**src/rtl/sensor_sample_sequencer.sv**
```systemverilog
// rtl/sensor_sample_sequencer.sv - periodic SPI light-sensor conversion scheduler with averaging into a circular sample buffer
module sensor_sample_sequencer #(
  parameter int SAMPLE_PERIOD = 100000,
  parameter int AVG_LOG2      = 2,
  parameter int ADDR_W        = 6,
  parameter int TIMEOUT       = 4096,
  parameter int GUARD         = 16
) (
  input  logic              clk,
  input  logic              rstn,
  input  logic              enable,
  input  logic              start,
  input  logic              clr_err,
  output logic              spi_valid,
  input  logic              spi_ready,
  input  logic [7:0]        spi_data,
  output logic              mem_we,
  output logic [ADDR_W-1:0] mem_addr,
  output logic [7:0]        mem_wdata,
  output logic              busy,
  output logic              timeout_err,
  output logic              overrun
);

  localparam int PER_W   = $clog2(SAMPLE_PERIOD);
  localparam int TMR_MAX = (TIMEOUT > GUARD) ? TIMEOUT : GUARD;
  localparam int TMR_W   = $clog2(TMR_MAX + 1);
  localparam int SUM_W   = 8 + AVG_LOG2;
  localparam int CNT_W   = AVG_LOG2 + 1;
  localparam logic [CNT_W-1:0] CNT_FULL = CNT_W'(1 << AVG_LOG2);

  typedef enum logic [2:0] {S_IDLE, S_REQ, S_ACC, S_WRITE, S_GUARD} state_t;

  state_t             state, state_n;
  logic [2:0]         rdy_sync;
  logic               rdy_rise;
  logic [PER_W-1:0]   per_cnt;
  logic               tick;
  logic [TMR_W-1:0]   tmr;
  logic               pending;
  logic               trig_busy;
  logic               timeout_hit;
  logic [7:0]         sample;
  logic [SUM_W-1:0]   sum;
  logic [CNT_W-1:0]   cnt;

  // Only a fresh synchronized rising edge counts, so a level left high from a prior transaction is ignored.
  assign rdy_rise  = rdy_sync[1] & ~rdy_sync[2];
  assign tick      = enable && (per_cnt == PER_W'(SAMPLE_PERIOD - 1));
  assign trig_busy = (tick || start) && (state != S_IDLE);
  assign mem_wdata = 8'(sum >> AVG_LOG2);

  always_ff @(posedge clk or negedge rstn) begin
    if (!rstn) state <= S_IDLE;
    else       state <= state_n;
  end

  always_comb begin
    state_n     = state;
    spi_valid   = 1'b0;
    mem_we      = 1'b0;
    timeout_hit = 1'b0;
    busy        = (state != S_IDLE);
    case (state)
      S_IDLE:  if (tick || start || pending) state_n = S_REQ;
      S_REQ: begin
        spi_valid = 1'b1;
        if (rdy_rise) begin
          state_n = S_ACC;
        end else if (tmr == TMR_W'(TIMEOUT - 1)) begin
          timeout_hit = 1'b1;
          state_n     = S_GUARD;
        end
      end
      S_ACC:   state_n = ((cnt + CNT_W'(1)) == CNT_FULL) ? S_WRITE : S_GUARD;
      S_WRITE: begin
        mem_we  = 1'b1;
        state_n = S_GUARD;
      end
      S_GUARD: if (tmr == TMR_W'(GUARD - 1)) state_n = S_IDLE;
      default: state_n = S_IDLE;
    endcase
  end

  always_ff @(posedge clk or negedge rstn) begin
    if (!rstn) begin
      rdy_sync    <= '0;
      per_cnt     <= '0;
      tmr         <= '0;
      pending     <= 1'b0;
      overrun     <= 1'b0;
      timeout_err <= 1'b0;
      sample      <= '0;
      sum         <= '0;
      cnt         <= '0;
      mem_addr    <= '0;
    end else begin
      rdy_sync <= {rdy_sync[1:0], spi_ready};
      per_cnt  <= (!enable || tick) ? '0 : per_cnt + PER_W'(1);
      // One timer serves both the REQ timeout and the GUARD spacing; it restarts on every state change.
      tmr      <= (state_n != state || state == S_IDLE) ? '0 : tmr + TMR_W'(1);

      if (state == S_IDLE && state_n == S_REQ) pending <= 1'b0;
      else if (trig_busy)                      pending <= 1'b1;

      if (trig_busy && pending) overrun <= 1'b1;
      else if (clr_err)         overrun <= 1'b0;

      if (timeout_hit)  timeout_err <= 1'b1;
      else if (clr_err) timeout_err <= 1'b0;

      if (state == S_REQ && rdy_rise) sample <= spi_data;

      if (state == S_ACC) begin
        sum <= sum + SUM_W'(sample);
        cnt <= cnt + CNT_W'(1);
      end else if (state == S_WRITE || timeout_hit) begin
        sum <= '0;
        cnt <= '0;
      end

      if (state == S_WRITE) mem_addr <= mem_addr + ADDR_W'(1);
    end
  end

endmodule

```
**config.mk**
```make
export PLATFORM = sky130hd
export DESIGN_NAME = sensor_sample_sequencer
export DESIGN_NICKNAME = d
export VERILOG_FILES = /design/src/rtl/sensor_sample_sequencer.sv
export SDC_FILE = /design/constraint.sdc
export NUM_CORES = 1
export LEC_CHECK = 0
export ABC_CLOCK_PERIOD_IN_PS = 2100
export BUFFER_PORTS_ARGS = -buffer_cell sky130_fd_sc_hd__buf_2
export CELL_PAD_IN_SITES_DETAIL_PLACEMENT = 1
export CELL_PAD_IN_SITES_GLOBAL_PLACEMENT = 1
export CORE_MARGIN = 3
export CORE_UTILIZATION = 40
export CTS_CLUSTER_SIZE = 14
export DETAILED_ROUTE_END_ITERATION = 8
export GPL_TIMING_DRIVEN = 0
export PLACE_DENSITY = 0.69
export SETUP_SLACK_MARGIN = 0.15
export SLEW_MARGIN = 20
export SYNTH_ARGS = -nofsm -noshare
export SYNTH_HDL_FRONTEND = slang
export SYNTH_SLANG_ARGS = --single-unit
```
**constraint.sdc**
```tcl
create_clock -name clk -period 2.1 [get_ports clk]
set_input_delay 0.525 -clock clk [delete_from_list [all_inputs] [get_ports clk]]
set_output_delay 0.525 -clock clk [all_outputs]
set_load 0.005 [all_outputs]
```
==> results.py, run 1 <==
metrics = {
    "synth": {
        "muxShareOfSynthArea": 0.0404,
        "synth_compound_area_frac": 0.0854,
        "ys_warn_count": 0,
        "avgSynthCellArea_sq_um": 10.7,
        "synth_edf_count": 0,
        "synth_top_family_by_area": "simple AND/OR/NAND/NOR gates",
        "synthSimpleGateAreaFrac": 0.187,
        "synthCells": 307,
        "seq_area_frac_synth": 0.503,
        "async_flop_share": 1.00,
        "synth_area_sq_mm": 0.00328,
        "synthXorXnorAreaFrac": 0.0934,
        "ys_types": 46,
        "ys_seq_elements": 66,
        "synthAdderAreaFrac": 0.0557,
        "syn_nets": 335,
        "synth_flop_cell": "dfrtp_1",
    },
    "die": {
        "fp.dieW_microns": 96.6,
        "rows": 32,
        "core_area_sq_mm": 0.00785,
        "die_area_sq_mm": 0.00932,
        "die_h_microns": 96.6,
        "io-pin-count": 33,
        "start_util": 0.418,
    },
    "grt": {
        "overflow": 0,
        "antenna_found_initial": 0,
        "grt_pass1_vias": 2422,
        "grt_max_degree": 56,
        "grtUsageTotal": 0.157,
        "grt_pass1_wl_microns": 11200,
    },
    "detailed_routing": {
        "wl_microns": 6880,
        "wl_per_cell_microns": 14.6,
        "dr_total_vias": 2432,
        "drc": 0,
        "first_iter_violations": 59,
        "drt_first_pass_iters": 4,
        "viasPerCell": 5.15,
        "drtAntennaViolNets": 0,
    },
    "finish": {
        "post-route-util": 0.514,
        "drive_gt1_frac": 0.292,
        "final_cell_mix": "dfrtp_1, nor2_1, buf_2, buf_4, xnor2_1",
        "antennaDiodeCount": 0,
        "area_growth_pct": 22.9,
        "final_common_cell": "dfrtp_1",
        "fin_nets": 393,
    },
    "sta": {
        "worst_slack_ns": 0.157,
        "hold_violations": 0,
        "rsz0062_at_grt": "yes",
        "max_slew_margin": 0.706,
        "finalMaxSlewViolations": 0,
        "fmax_mhz": 515,
        "layout_min_cycle_time_ns": 1.94,
        "whs_ns": 0.0250,
        "fin_worst_skew_ns": 0.0103,
        "min_period_over_period": 0.925,
        "setup_viol": 0,
        "worstMarginPinSlew_ns": 0.440,
    },
    "setup_path": {
        "r2r_cells": 7,
        "crit_start": "sum[0]",
        "end_kind": "flop",
        "crit_fanout": 3,
        "reg2reg_to": "sum[8]",
        "r2r_slack_ns": 0.16,
        "critPathKind": "flop to flop",
        "regToRegStartpoint": "sum[0]",
        "critPathRequiredTime_ns": 2.31,
        "cp-endpoint": "sum[8]",
        "cp-start-kind": "flop",
        "crit_arrival_ns": 2.15,
    },
    "clock_tree": {
        "cts_tree": "done",
        "path_clk_slew_ns": 0.07,
        "clock_latency_ns": 0.34,
        "cts_root_buf": "clkbuf_8",
        "clock_path_buffers": 2,
        "cts_buffers": 9,
        "h-tree-depth": 3,
        "clock-sinks": 66,
    },
    "pwr": {
        "powerDensity_mw_per_mm2": 1190,
        "p_leak_nw": 1.82,
        "ir_worst_vdd_mv": 0.704,
    },
    "placement": {
        "port_buffers": 32,
        "dp_slack_ns": -0.0380,
        "hpwlAfterDp_microns": 4840,
        "gp_congestion": 0.773,
    },
    "worst_hold_path": {
        "worstHoldPathType": "input port to asynchronous set/reset pin",
    },
    "status": {
        "outcome": "complete, no violations",
    },
    "run": {
        "drv_cap": 0,
    },
}
[logic make-up (layout without fill, tap and decap cells)]
kind of cell / after synthesis / in the layout
adders and majority gates: 14 / 14
buffers and inverters: 20 / 83
AOI/OAI and AO/OA: 39 / 39
muxes: 12 / 12
DFF: 66 / 66
and+or+nand+nor: 121 / 121
xor gates and xnor gates: 35 / 35
[where the power goes]
part | switching, mW | internal, mW
sequential | 0.250 | 1.54
combinational | 0.860 | 0.956
clock | 0.484 | 0.697
total | 1.59 | 3.19
[what timing repair did]
action,in CTS,in global routing
endpoints found under the setup margin,32,29
hold endpoints to repair,0,0
gates resized for setup,11,21
hold buffers,0,0
pin swaps,2,7
buffers inserted,1,12
gates cloned,0,1
[area by class of cell]
cell class	instances	area (sq um)
plain buffers	12	86.3
clock buffers	11	141
clock inverters	5	77.6
fillers	873	3810
inverters	8	30.0
multi-input cells	221	1620
flip-flops and latches	66	1660
well taps	102	128
repair buffers	47	299
[registers in the layout (all words and copies together), names as in the netlist]
signal       cells
per_cnt         17
tmr             13
sum             10
sample           8
mem_addr         6
cnt              3
rdy_sync         3
state            3
overrun          1
pending          1
timeout_err      1
[routing by layer]
layer | routed length (microns) | vias to the layer above | track usage
met5 | 0 | - | 0
met2 | 3290 | 32 | 0.251
met4 | 116 | 0 | 0.0607
met1 | 3280 | 1205 | 0.205
met3 | 196 | 11 | 0.0395
li1 | - | 1184 | -
[synthesized netlist by cell type, drive strengths merged, types with 4 or more instances]
master   n  area share
nand4   10       0.019
a211oi   5       0.011
dfrtp   66        0.50
nor2    48       0.055
nand2   17       0.019
o21ai   13       0.020
a22o     6       0.016
and4     4       0.011
inv      8      0.0092
nand3   19       0.033
buf     10       0.023
xnor2   21       0.056
xor2    14       0.037
a21oi    4      0.0061
nor3     4      0.0061
nor2b    5      0.0095
ha      13       0.050
mux2    10       0.034
[metrics by stage]
step           std cells  setup TNS (ns)  power [mW]  area, sq um
6_report             472               0        4.79         4030
5_1_grt              472               0        5.16         4030
4_1_cts              459               0        4.59         3860
3_5_place_dp         442          -0.244        3.34         3600
3_3_place_gp         441          -0.280        3.26         3570
2_1_floorplan        307               0        2.87         3280
[critical path: stages (launching register included)]
cell and delay, ns:
dfrtp_1 0.41, ha_4 0.19, fa_2 0.38, a211oi_2 0.28, nor2_2 0.09, o31ai_4 0.26, a21oi_2 0.09, mux2i_1 0.12
[worst min path at each step]
stage / to / slack [ns] / start
floorplan: cnt[0] / 0.23 / rstn
global placement: rdy_sync[1] / 0.34 / rdy_sync[0]
detailed placement: rdy_sync[1] / 0.36 / rdy_sync[0]
CTS: timeout_err / 0.01 / rstn
global route: timeout_err / 0.01 / rstn
finish: timeout_err / 0.02 / rstn
Note: power is estimated with default switching activity, not from simulation.
==> inputs of run 2 (changes only) <==
Settings changed: ABC_CLOCK_PERIOD_IN_PS 2100 to 2000, REMOVE_ABC_BUFFERS set to 1.
Clock period 2.1 ns to 2 ns, I/O delays scaled along.
==> results.py, run 2 (same netlist as run 1, synthesis figures left out) <==
metrics = {
    "finish": {
        "drive_gt1_frac": 0.337,
        "area_growth_pct": 27.2,
        "largest_register_ffs": 17,
        "regMostFlops": "per_cnt",
        "post-route-util": 0.532,
        "fin_nets": 385,
        "final_cell_mix": "dfrtp_1, nor2_1, buf_2, xnor2_1, nand3_1",
        "antennaDiodeCount": 0,
        "reg_top3": "per_cnt: 17 flops, tmr: 13 flops, sum: 10 flops",
        "final_common_cell": "dfrtp_1",
    },
    "sta": {
        "fmax_mhz": 513,
        "finalMaxSlewViolations": 0,
        "worst_slack_ns": 0.0514,
        "fin_worst_skew_ns": 0.00690,
        "hold_violations": 0,
        "layout_min_cycle_time_ns": 1.95,
        "worstMarginPinSlew_ns": 0.421,
        "setup_viol": 0,
        "min_period_over_period": 0.974,
        "whs_ns": 0.271,
        "rsz0062_at_grt": "yes",
        "fin_tns_setup_ns": 0,
        "max_slew_margin": 0.719,
    },
    "detailed_routing": {
        "drt_first_pass_iters": 4,
        "wl_microns": 7220,
        "drc": 0,
        "drtAntennaViolNets": 0,
        "viasPerCell": 5.19,
        "wl_per_cell_microns": 15.6,
        "first_iter_violations": 40,
        "dr_total_vias": 2407,
    },
    "worst_hold_path": {
        "worstHoldPathType": "input port to flop",
        "holdPathStages": 1,
        "worstHoldEndpoint": "rdy_sync[0]",
        "min_from": "spi_ready",
    },
    "grt": {
        "grt_max_degree": 53,
        "grt_pass1_wl_microns": 12000,
        "grt_pass1_vias": 2525,
        "overflow": 0,
        "grtUsageTotal": 0.167,
        "antenna_found_initial": 0,
    },
    "setup_path": {
        "end_kind": "flop",
        "cpMaxStageDelayCell": "or4_4",
        "cp-start-kind": "flop",
        "r2r_slack_ns": 0.05,
        "regToRegStartpoint": "tmr[4]",
        "cp_slowest_stage_delay_ns": 0.55,
        "crit_fanout": 13,
        "r2r_cells": 6,
        "crit_arrival_ns": 2.17,
        "cp_cell_sequence": "or4_4 -> o41ai_4 -> nor2_2 -> o21bai_4 -> buf_12 -> nor2_4",
        "critPathKind": "flop to flop",
        "reg2reg_to": "tmr[8]",
        "critPathRequiredTime_ns": 2.22,
    },
    "placement": {
        "port_buffers": 32,
        "hpwlAfterDp_microns": 4780,
        "dp_slack_ns": -0.282,
        "gp_congestion": 0.737,
    },
    "die": {
        "rows": 32,
        "start_util": 0.418,
        "io-pin-count": 33,
        "core_area_sq_mm": 0.00785,
        "die_h_microns": 96.6,
        "fp.dieW_microns": 96.6,
        "die_area_sq_mm": 0.00932,
    },
    "run": {
        "drv_cap": 0,
    },
    "clock_tree": {
        "path_clk_slew_ns": 0.07,
        "h-tree-depth": 3,
        "clock-sinks": 66,
        "clock_latency_ns": 0.34,
        "cts_root_buf": "clkbuf_8",
        "clock_path_buffers": 2,
        "cts_buffers": 9,
        "cts_tree": "done",
    },
    "pwr": {
        "p_leak_nw": 1.81,
        "ir_worst_vdd_mv": 0.718,
        "powerDensity_mw_per_mm2": 1260,
    },
    "status": {
        "outcome": "complete, no violations",
    },
}
[run 2: changes by cell type in the layout (fill, tap and decap cells not counted), sizes merged]
cell,delta
dlygate4sd3,+1
buf,-9
clkbuf,-1
bufinv,+1
[run 2: where the power goes]
| group | internal (mW) | switching, mW |
|---|---|---|
| Combinational | 0.968 | 1.05 |
| Sequential | 1.62 | 0.260 |
| Clock | 0.833 | 0.535 |
[run 2: critical path: cells and delay by family (launching register included)]
family	cells	cell delay, ns
AND/OR/NAND/NOR	3	0.70
AO/OA/AOI/OAI	2	0.49
flip-flops	1	0.42
buffers and inverters	1	0.21
[run 2: timing repair]
item                                    CTS  global route
gates resized for setup                  19            49
endpoints found under the setup margin   44            38
setup buffers                             6            11
hold buffers                              0             1
endpoints found under the hold margin     0             3
pin swaps                                 6            13
[run 2: area by class of cell]
| cell class | instances | area [sq um] |
|---|---|---|
| clock buffer | 10 | 128 |
| clock inverter | 6 | 115 |
| fill | 853 | 3670 |
| inverter | 8 | 30.0 |
| multi-input combinational | 221 | 1760 |
| sequential | 66 | 1660 |
| tap | 102 | 128 |
| timing repair buffer | 51 | 353 |
[run 2: metrics by stage]
stage          instance area [sq um]  instances  power (mW)
2_1_floorplan                   3200        295        2.91
3_3_place_gp                    3480        429        3.31
3_5_place_dp                    3510        430        3.39
4_1_cts                         3900        452        4.99
5_1_grt                         4170        464        5.64
6_report                        4170        464        5.26
[run 2: worst max-delay path by stage]
stage	to	slack, ns	start	cells past startpoint
after CTS	sum[8]	0.02	sample[0]	7
after global routing	sum[8]	-0.03	sample[0]	7
final	tmr[8]	0.05	tmr[4]	6
after detailed placement	per_cnt[11]	-0.28	per_cnt[0]	5
after floorplan	sum[8]	0.08	sample[0]	7
after global placement	sum[8]	-0.24	state[1]	5
[run 2: metal layers]
metal  vias up  global-route usage  part of all wire
met5         -                   0                 0
met4         0              0.0666             0.016
met3         9              0.0294             0.023
met2        27               0.286              0.52
met1      1196               0.208              0.44
li1       1175                   -                 -
